### src/rtl/axil_arm_bridge.sv
// ---------------------------------------------------------------------------
// axil_arm_bridge
//   AXI4-Lite slave that turns each read or write into one level-held
//   armreq/armack transaction toward a register-block responder. Only one
//   transaction is ever in flight. If the responder does not answer within
//   TIMEOUT cycles, the request is abandoned and DECERR is returned. An
//   acknowledge carrying armerr returns SLVERR.
//
// Ports
//   clk, rstn                   clock, asynchronous active-low reset
//   aw*/w*/b*                   AXI-Lite write address, data and response
//   ar*/r*                      AXI-Lite read address and data
//   armaddr/armwdata/armwstrb   request payload, held between requests
//   armwr                       1 = write request, 0 = read request
//   armreq                      request level, high until ack or timeout
//   armack/armrdata/armerr      responder answer, valid in the ack cycle
// ---------------------------------------------------------------------------
module axil_arm_bridge #(
   parameter int TIMEOUT = 255
) (
   input  logic        clk,
   input  logic        rstn,
   input  logic [31:0] awaddr,
   input  logic        awvalid,
   output logic        awready,
   input  logic [31:0] wdata,
   input  logic [3:0]  wstrb,
   input  logic        wvalid,
   output logic        wready,
   output logic [1:0]  bresp,
   output logic        bvalid,
   input  logic        bready,
   input  logic [31:0] araddr,
   input  logic        arvalid,
   output logic        arready,
   output logic [31:0] rdata,
   output logic [1:0]  rresp,
   output logic        rvalid,
   input  logic        rready,
   output logic [31:0] armaddr,
   output logic [31:0] armwdata,
   output logic [3:0]  armwstrb,
   output logic        armwr,
   output logic        armreq,
   input  logic        armack,
   input  logic [31:0] armrdata,
   input  logic        armerr
);

   typedef enum logic [1:0] {
      IDLE  = 2'd0,
      REQ   = 2'd1,
      WRESP = 2'd2,
      RRESP = 2'd3
   } state_t;

   localparam int            CW       = $clog2(TIMEOUT + 1);
   localparam logic [CW-1:0] CNT_LAST = CW'(TIMEOUT - 1);
   localparam logic [CW-1:0] CNT_ONE  = CW'(1);

   localparam logic [1:0] RESP_OKAY   = 2'b00;
   localparam logic [1:0] RESP_SLVERR = 2'b10;
   localparam logic [1:0] RESP_DECERR = 2'b11;

   state_t        state_q,     state_d;
   logic [CW-1:0] cnt_q,       cnt_d;
   logic          prefer_rd_q, prefer_rd_d;
   logic          accept_en_q, accept_en_d;
   logic [31:0]   armaddr_q,   armaddr_d;
   logic [31:0]   armwdata_q,  armwdata_d;
   logic [3:0]    armwstrb_q,  armwstrb_d;
   logic          armwr_q,     armwr_d;
   logic          armreq_q,    armreq_d;
   logic          bvalid_q,    bvalid_d;
   logic [1:0]    bresp_q,     bresp_d;
   logic          rvalid_q,    rvalid_d;
   logic [1:0]    rresp_q,     rresp_d;
   logic [31:0]   rdata_q,     rdata_d;

   logic          wr_elig;
   logic          rd_elig;
   logic          take_wr;
   logic          take_rd;

   // A write needs both AW and W present; neither channel is accepted alone.
   // accept_en_q keeps all readies low while reset is asserted and for the
   // first cycle after release, so the readies are 0 during reset even though
   // they are decoded from live valids.
   assign wr_elig = awvalid & wvalid;
   assign rd_elig = arvalid;
   assign take_wr = (state_q == IDLE) & accept_en_q & wr_elig & (~rd_elig | ~prefer_rd_q);
   assign take_rd = (state_q == IDLE) & accept_en_q & rd_elig & (~wr_elig |  prefer_rd_q);

   assign awready  = take_wr;
   assign wready   = take_wr;
   assign arready  = take_rd;

   assign armaddr  = armaddr_q;
   assign armwdata = armwdata_q;
   assign armwstrb = armwstrb_q;
   assign armwr    = armwr_q;
   assign armreq   = armreq_q;
   assign bvalid   = bvalid_q;
   assign bresp    = bresp_q;
   assign rvalid   = rvalid_q;
   assign rresp    = rresp_q;
   assign rdata    = rdata_q;

   always_comb begin
      state_d     = state_q;
      cnt_d       = cnt_q;
      prefer_rd_d = prefer_rd_q;
      accept_en_d = 1'b1;
      armaddr_d   = armaddr_q;
      armwdata_d  = armwdata_q;
      armwstrb_d  = armwstrb_q;
      armwr_d     = armwr_q;
      armreq_d    = armreq_q;
      bvalid_d    = bvalid_q;
      bresp_d     = bresp_q;
      rvalid_d    = rvalid_q;
      rresp_d     = rresp_q;
      rdata_d     = rdata_q;

      case (state_q)
         IDLE: begin
            if (take_wr) begin
               armaddr_d   = awaddr;
               armwdata_d  = wdata;
               armwstrb_d  = wstrb;
               armwr_d     = 1'b1;
               armreq_d    = 1'b1;
               cnt_d       = '0;
               prefer_rd_d = 1'b1;   // next tie goes to the read side
               state_d     = REQ;
            end else if (take_rd) begin
               armaddr_d   = araddr;
               armwdata_d  = 32'h0;
               armwstrb_d  = 4'h0;
               armwr_d     = 1'b0;
               armreq_d    = 1'b1;
               cnt_d       = '0;
               prefer_rd_d = 1'b0;
               state_d     = REQ;
            end
         end

         REQ: begin
            cnt_d = cnt_q + CNT_ONE;
            // Ack is tested first so it wins over a timeout in the same cycle.
            if (armack) begin
               armreq_d = 1'b0;
               cnt_d    = '0;
               if (armwr_q) begin
                  bvalid_d = 1'b1;
                  bresp_d  = armerr ? RESP_SLVERR : RESP_OKAY;
                  state_d  = WRESP;
               end else begin
                  rvalid_d = 1'b1;
                  rresp_d  = armerr ? RESP_SLVERR : RESP_OKAY;
                  rdata_d  = armrdata;
                  state_d  = RRESP;
               end
            end else if (cnt_q == CNT_LAST) begin
               // cnt_q counts REQ cycles from 0, so armreq was high exactly
               // TIMEOUT cycles when this branch fires.
               armreq_d = 1'b0;
               cnt_d    = '0;
               if (armwr_q) begin
                  bvalid_d = 1'b1;
                  bresp_d  = RESP_DECERR;
                  state_d  = WRESP;
               end else begin
                  rvalid_d = 1'b1;
                  rresp_d  = RESP_DECERR;
                  rdata_d  = 32'h0;
                  state_d  = RRESP;
               end
            end
         end

         // armreq stays low here and in the following IDLE cycle, which gives
         // the responder's edge detector the low cycle it needs.
         WRESP: begin
            if (bready) begin
               bvalid_d = 1'b0;
               state_d  = IDLE;
            end
         end

         RRESP: begin
            if (rready) begin
               rvalid_d = 1'b0;
               state_d  = IDLE;
            end
         end

         default: begin
            state_d  = IDLE;
            armreq_d = 1'b0;
         end
      endcase
   end

   always_ff @(posedge clk or negedge rstn) begin
      if (!rstn) begin
         state_q     <= IDLE;
         cnt_q       <= '0;
         prefer_rd_q <= 1'b0;
         accept_en_q <= 1'b0;
         armaddr_q   <= 32'h0;
         armwdata_q  <= 32'h0;
         armwstrb_q  <= 4'h0;
         armwr_q     <= 1'b0;
         armreq_q    <= 1'b0;
         bvalid_q    <= 1'b0;
         bresp_q     <= 2'b00;
         rvalid_q    <= 1'b0;
         rresp_q     <= 2'b00;
         rdata_q     <= 32'h0;
      end else begin
         state_q     <= state_d;
         cnt_q       <= cnt_d;
         prefer_rd_q <= prefer_rd_d;
         accept_en_q <= accept_en_d;
         armaddr_q   <= armaddr_d;
         armwdata_q  <= armwdata_d;
         armwstrb_q  <= armwstrb_d;
         armwr_q     <= armwr_d;
         armreq_q    <= armreq_d;
         bvalid_q    <= bvalid_d;
         bresp_q     <= bresp_d;
         rvalid_q    <= rvalid_d;
         rresp_q     <= rresp_d;
         rdata_q     <= rdata_d;
      end
   end

endmodule

### config.mk
export PLATFORM = sky130hd
export DESIGN_NAME = axil_arm_bridge
export DESIGN_NICKNAME = d
export VERILOG_FILES = /design/src/rtl/axil_arm_bridge.sv
export SDC_FILE = /design/constraint.sdc
export NUM_CORES = 1
export LEC_CHECK = 0
export CAP_MARGIN = 10
export CORE_MARGIN = 1.5
export CORE_UTILIZATION = 40
export DETAILED_ROUTE_END_ITERATION = 16
export GPL_TIMING_DRIVEN = 1
export PLACE_DENSITY = 0.81
export SLEW_MARGIN = 10
export SYNTH_ARGS = -nofsm -noshare
export SYNTH_HDL_FRONTEND = slang
export SYNTH_SLANG_ARGS = --single-unit
### constraint.sdc
create_clock -name clk -period 2.8 [get_ports clk]
set_input_delay 0.84 -clock clk [delete_from_list [all_inputs] [get_ports clk]]
set_output_delay 0.84 -clock clk [all_outputs]
set_load 0.03 [all_outputs]
* Word level (Yosys, flattened, before mapping)
Cells that the tools add are included.
W data, S select, Z words.
** Word-level totals
- Memories :: 0
- Word-level logic and storage cells :: 96
- Flip-flop bits (word level) :: 119
- Output and inout port bits :: 111
- Input port bits :: 141
- ROM bits :: 0
- Bits in writable memories :: 0
- Bits in latches :: 0
** Cells by class
- Bitwise gates (word level) :: 11
- Shift-type cells :: 0
- Multipliers :: 0
- Equality and inequality tests :: 8
- Muxes and demuxes :: 49
- Reduce and logical (&&, ||, !) cells :: 14
- Div/mod/pow operators :: 0
- Order comparisons :: 0
- Add/subtract/negate cells :: 1
** Operators with widths (count)
- $mux W32 :: 8
- $mux W8 :: 4
- $mux W2 :: 15
- $pmux W8 S2 :: 1
- $mux W1 :: 15
- $reduce_and A3 Y1 :: 5
- $reduce_bool A2 Y1 :: 5
- $add A8 B1 Y8 const B :: 1
- $eq A8 B8 Y1 const B :: 1
- $mux W4 :: 2
- $pmux W2 S4 :: 1
- $and A1 B1 Y1 :: 6
- $ne A3 B3 Y1 const B :: 2
- $pmux W1 S2 :: 3
- $eq A2 B2 Y1 const B :: 2
- $ne A2 B2 Y1 const B :: 2
- $reduce_and A2 Y1 :: 2
- $reduce_and A4 Y1 :: 1
- $not A1 Y1 :: 3
- $eq A2 B1 Y1 const B :: 1
- $logic_not A2 Y1 :: 1
- $or A1 B1 Y1 :: 2

* Longest topological paths before layout
- Depth after elaboration :: 7
- Depth in mapped cells :: 7
- Gate-level depth less buffers :: 6

* Least setup slack after synthesis
OpenSTA, ideal clock, no wires.
- Kind :: in2out
- Start point :: input arvalid
- End point :: output wready
- Data required time :: 1.960 ns
- Path slack :: 0.336 ns
- Buffers on the path :: 3
- Arrival time :: 1.624 ns
- Stages :: 6
- Cell sequence :: nand2_1 -> nand4_1 -> buf_4 -> inv_4 -> buf_4 -> buf_4
** On the way
- Cells in the longest elaborated chain, start to end :: 3
** RTL lines
- start, declared :: line 34 : input logic arvalid,
- $not A1 Y1 :: line 91 : assign take_wr = (state_q == IDLE) & accept_en_q & wr_elig & (~rd_elig | ~prefer_rd_q);
- $or A1 B1 Y1 :: line 91
- $and A1 B1 Y1 :: line 91
- end, declared :: line 29 : output logic wready,
No other way between the ends.

* Worst setup path after layout
- Start point :: register state_q[0]
- End point :: output awready
** On the way
- Cells in the longest elaborated chain, start to end :: 4
** RTL lines
- start, declared :: line 65 : state_t state_q, state_d;
- start signal, assigned :: line 222 : state_q <= state_d;
- $logic_not A2 Y1 :: line 91
- $and A1 B1 Y1 (3 in a row) :: line 91
- end, declared :: line 25 : output logic awready,
No other way between the ends.

==> impl_metrics.csv <==
group,metric,value,unit
power,p_per_area,1185,mW/mm^2
status,run_status,"finished clean",
cts,htree_num_levels,4,
sta,finalSetupTns,0,ns
cts,worst_skew_pair.late_latency,0.41,ns
cts,cts_root_buffer,"sky130_fd_sc_hd__clkbuf_16",
routing,detail_route.vias_per_cell,5.181,
synthesis,synth_top_cells_by_area,"sky130_fd_sc_hd__dfrtp_1, sky130_fd_sc_hd__a22o_1, sky130_fd_sc_hd__mux2i_1, sky130_fd_sc_hd__nand2_1, sky130_fd_sc_hd__o21ai_1",
setup_path,cp_cell_sequence,"nor3b_2, nand4_1, inv_4, buf_6",
cells_and_area,finalNonFillerCells,805,
floorplanning,std_cell_rows,39,
sta,max_freq,0.3724,GHz
routing,final_antenna_net_count,0,
routing,drtPass1Iterations,5,
setup_path,crit_fanout,8,
routing,first_iter_violations,266,
synthesis,postSynthCellCount,395,
sta,finalHoldViolCount,0,
sta,worst-slew-pin-transition,0.5902,ns
synthesis,synth.top_cell.area_share,0.6190,
setup_path,critPathSlowestCell,"sky130_fd_sc_hd__dfrtp_1",
setup_path,critical_path_required,1.96,ns
cells_and_area,design_area,0.008034,sq mm
cts,cts-buffers-inserted,17,
floorplanning,ios,252,
sta,timing.final.crit_share,0.9590,
synthesis,yosys.cell_types.count,34,
placement,routability_congestion_estimate,0.8275,
run,maxCapViolations,0,
placement,postPlaceCellArea,0.007442,sq mm
cells_and_area,synthToLayoutAreaGrowth,67.00,%
sta,grt_setup_unrepaired,"false",
synthesis,async_flop_share,1.000,
placement,dpl.hpwl,9.840,mm
global_routing,wire_length_of_the_first_global_routing_pass,22.02,mm
synthesis,synth-warning-count,0,
setup_path,critical_path.startpoint_type,"register",
synthesis,mappedNetlistNets,538,
synthesis,seq_area_frac_synth,0.6190,
cells_and_area,final_common_cell,"sky130_fd_sc_hd__clkdlybuf4s50_1",
setup_path,critical_path.endpoint_type,"primary output",
placement,post-place-cells,772,
setup_path,cpPeakStageDelay,0.46,ns
cells_and_area,fraction_of_layout_cells_with_a_size_suffix_above_1,0.07704,
floorplanning,fp.dieArea,0.01269,sq mm
power,leakage,3.794,nW
setup_path,timing_worst_setup_path_type,"register to primary output",
sta,fin_skew,0.006909,ns
global_routing,grt.overflow.total,0,
cts,tritoncts,"done",
cts,post_cts_hold_buffer_count,0,
placement,place.port_buffers,251,
cells_and_area,layout_net_count,793,
synthesis,syn_area_per_cell,12.18,sq um
global_routing,grt_max_degree,67,
global_routing,total_global_route_track_usage,0.2247,
global_routing,grt_antenna_before_repair,0,
hold_path,timing.hold.worst.class,"primary input to asynchronous set/reset pin",
floorplanning,floorplan.die.height,112.7,microns
sta,maxSlewViolCount,0,
setup_path,critPathArrivalTime,1.85,ns
synthesis,ys_ff_latch,119,
floorplanning,core_area,0.01156,sq mm
sta,max_slew_margin,0.6065,
cts,cts_max_path_buffers,2,
routing,drt-total-wl,13.65,mm
sta,finalSetupViolCount,0,
power,finalPower,9.518,mW
sta,timing.final.crit_period,2.685,ns
routing,detailroute.via_count,4171,
floorplanning,initial_core_util,0.4160,
routing,wire_per_inst,16.95,microns
cts,clkSlewWorstSetupHoldPaths,0.05,ns
cells_and_area,final_cell_mix,"sky130_fd_sc_hd__clkdlybuf4s50_1, sky130_fd_sc_hd__dfrtp_1, sky130_fd_sc_hd__a22o_1",
cells_and_area,antennaDiodeCount,0,
floorplanning,width_of_the_chip,112.7,microns
synthesis,mapped_area,0.004811,sq mm
cells_and_area,finish.utilization,0.6947,
routing,drc,0,
synthesis,synth_edf_count,0,
synthesis,yosys.area.top_type,"sky130_fd_sc_hd__dfrtp_1",
global_routing,grt_pass1_vias,4355,
cts,clock_sinks,119,
synthesis,dominantRegCellSynth,"sky130_fd_sc_hd__dfrtp_1",
power,worst_ir_drop_vdd,0.0007212,V
==> cell families (layout without fill, tap and decap cells) <==
kind of cell / count (synthesis) / in the layout / synth area share
buffers and inverters: 35 / 302 / 0.04109
and+or+nand+nor: 76 / 76 / 0.07204
AOI/OAI and AO/OA: 130 / 130 / 0.1953
muxes: 32 / 32 / 0.06658
DFF: 119 / 119 / 0.6190
other: 1 / 1 / 0.0007795
adders and majority gates: 2 / 2 / 0.005201
==> per-stage QoR <==
step / hold slack (ns) / setup slack [ns]
4_1_cts: 0.3892 / 0.1437
6_report: 0.3803 / 0.1148
3_5_place_dp: 0.4693 / -0.05735
3_3_place_gp: 0.4644 / -0.04410
5_1_grt: 0.4120 / 0.04585
2_1_floorplan: 0.4711 / 0.3364
==> cell type report <==
cell class                      instances  area, sq um
Fill cell                             831         3531
Sequential cell                       119         2978
Timing Repair Buffer                  265         2636
Multi-Input combinational cell        241         1643
Clock buffer                           19        442.9
Tap cell                              143        178.9
Clock inverter                         12        130.1
Inverter                                6        25.02
==> path summary, 6_finish.rpt <==
path | startpoint | end | slack (ns) | cells past startpoint
min in group clk | armaddr[25] | armaddr[25] | 0.48 | 2
setup / recovery | state_q[0] | awready | 0.11 | 4
max in group asynchronous | rstn | armwdata[9] | 1.72 | 2
setup reg to reg | state_q[0] | armaddr[20] | 0.69 | 6
hold / removal | rstn | armaddr[11] | 0.38 | 1
hold reg to reg | armaddr[25] | armaddr[25] | 0.48 | 2
==> repair_timing <==
action,in CTS,in global routing
endpoints found under the setup margin,2,0
setup buffers,2,0
endpoints found under the hold margin,0,0
resized for setup,5,0
==> power breakdown <==
group / switching, mW / internal [mW]
registers: 0.489 / 2.48
clock network: 0.766 / 1.32
logic: 2.49 / 1.97
==> worst max-delay path: cells and delay by family (launching register included) <==
kind                   cells  cell delay, ns
flip-flops                 1            0.46
AND/OR/NAND/NOR            2            0.63
buffers and inverters      2            0.35
==> layer usage <==
metal	vias up	global-route usage	wire length (microns)
met4	0	0.09198	269
met1	2026	0.2657	5453
met5	-	0	0
met3	21	0.07505	1002
li1	1944	-	-
met2	180	0.3776	6920
==> synthesized netlist by cell type, types with 2 or more instances <==
library cell               instances
sky130_fd_sc_hd__inv_1             5
sky130_fd_sc_hd__o21ai_0           6
sky130_fd_sc_hd__clkbuf_1         10
sky130_fd_sc_hd__nand2_1          48
sky130_fd_sc_hd__o21ai_1          30
sky130_fd_sc_hd__buf_6             3
sky130_fd_sc_hd__nor2_1            6
sky130_fd_sc_hd__buf_2             6
sky130_fd_sc_hd__a22o_1           68
sky130_fd_sc_hd__a31oi_1           6
sky130_fd_sc_hd__a21o_1            2
sky130_fd_sc_hd__nand2b_1          4
sky130_fd_sc_hd__nand4_1           2
sky130_fd_sc_hd__a21oi_1          13
sky130_fd_sc_hd__dfrtp_1         119
sky130_fd_sc_hd__and2_1            2
sky130_fd_sc_hd__buf_4             9
sky130_fd_sc_hd__ha_1              2
sky130_fd_sc_hd__and3_1            5
sky130_fd_sc_hd__nand3_1           4
sky130_fd_sc_hd__mux2i_1          32
==> sequential cells by signal, indices dropped and copies added (netlist names), 2 cells and up <==
name and flops:
rresp 2, bresp 2, cnt_q 8, state_q 2, armwstrb 4, armaddr 32
rdata 32, armwdata 32
No activity file was read; power rests on OpenSTA's default activity.
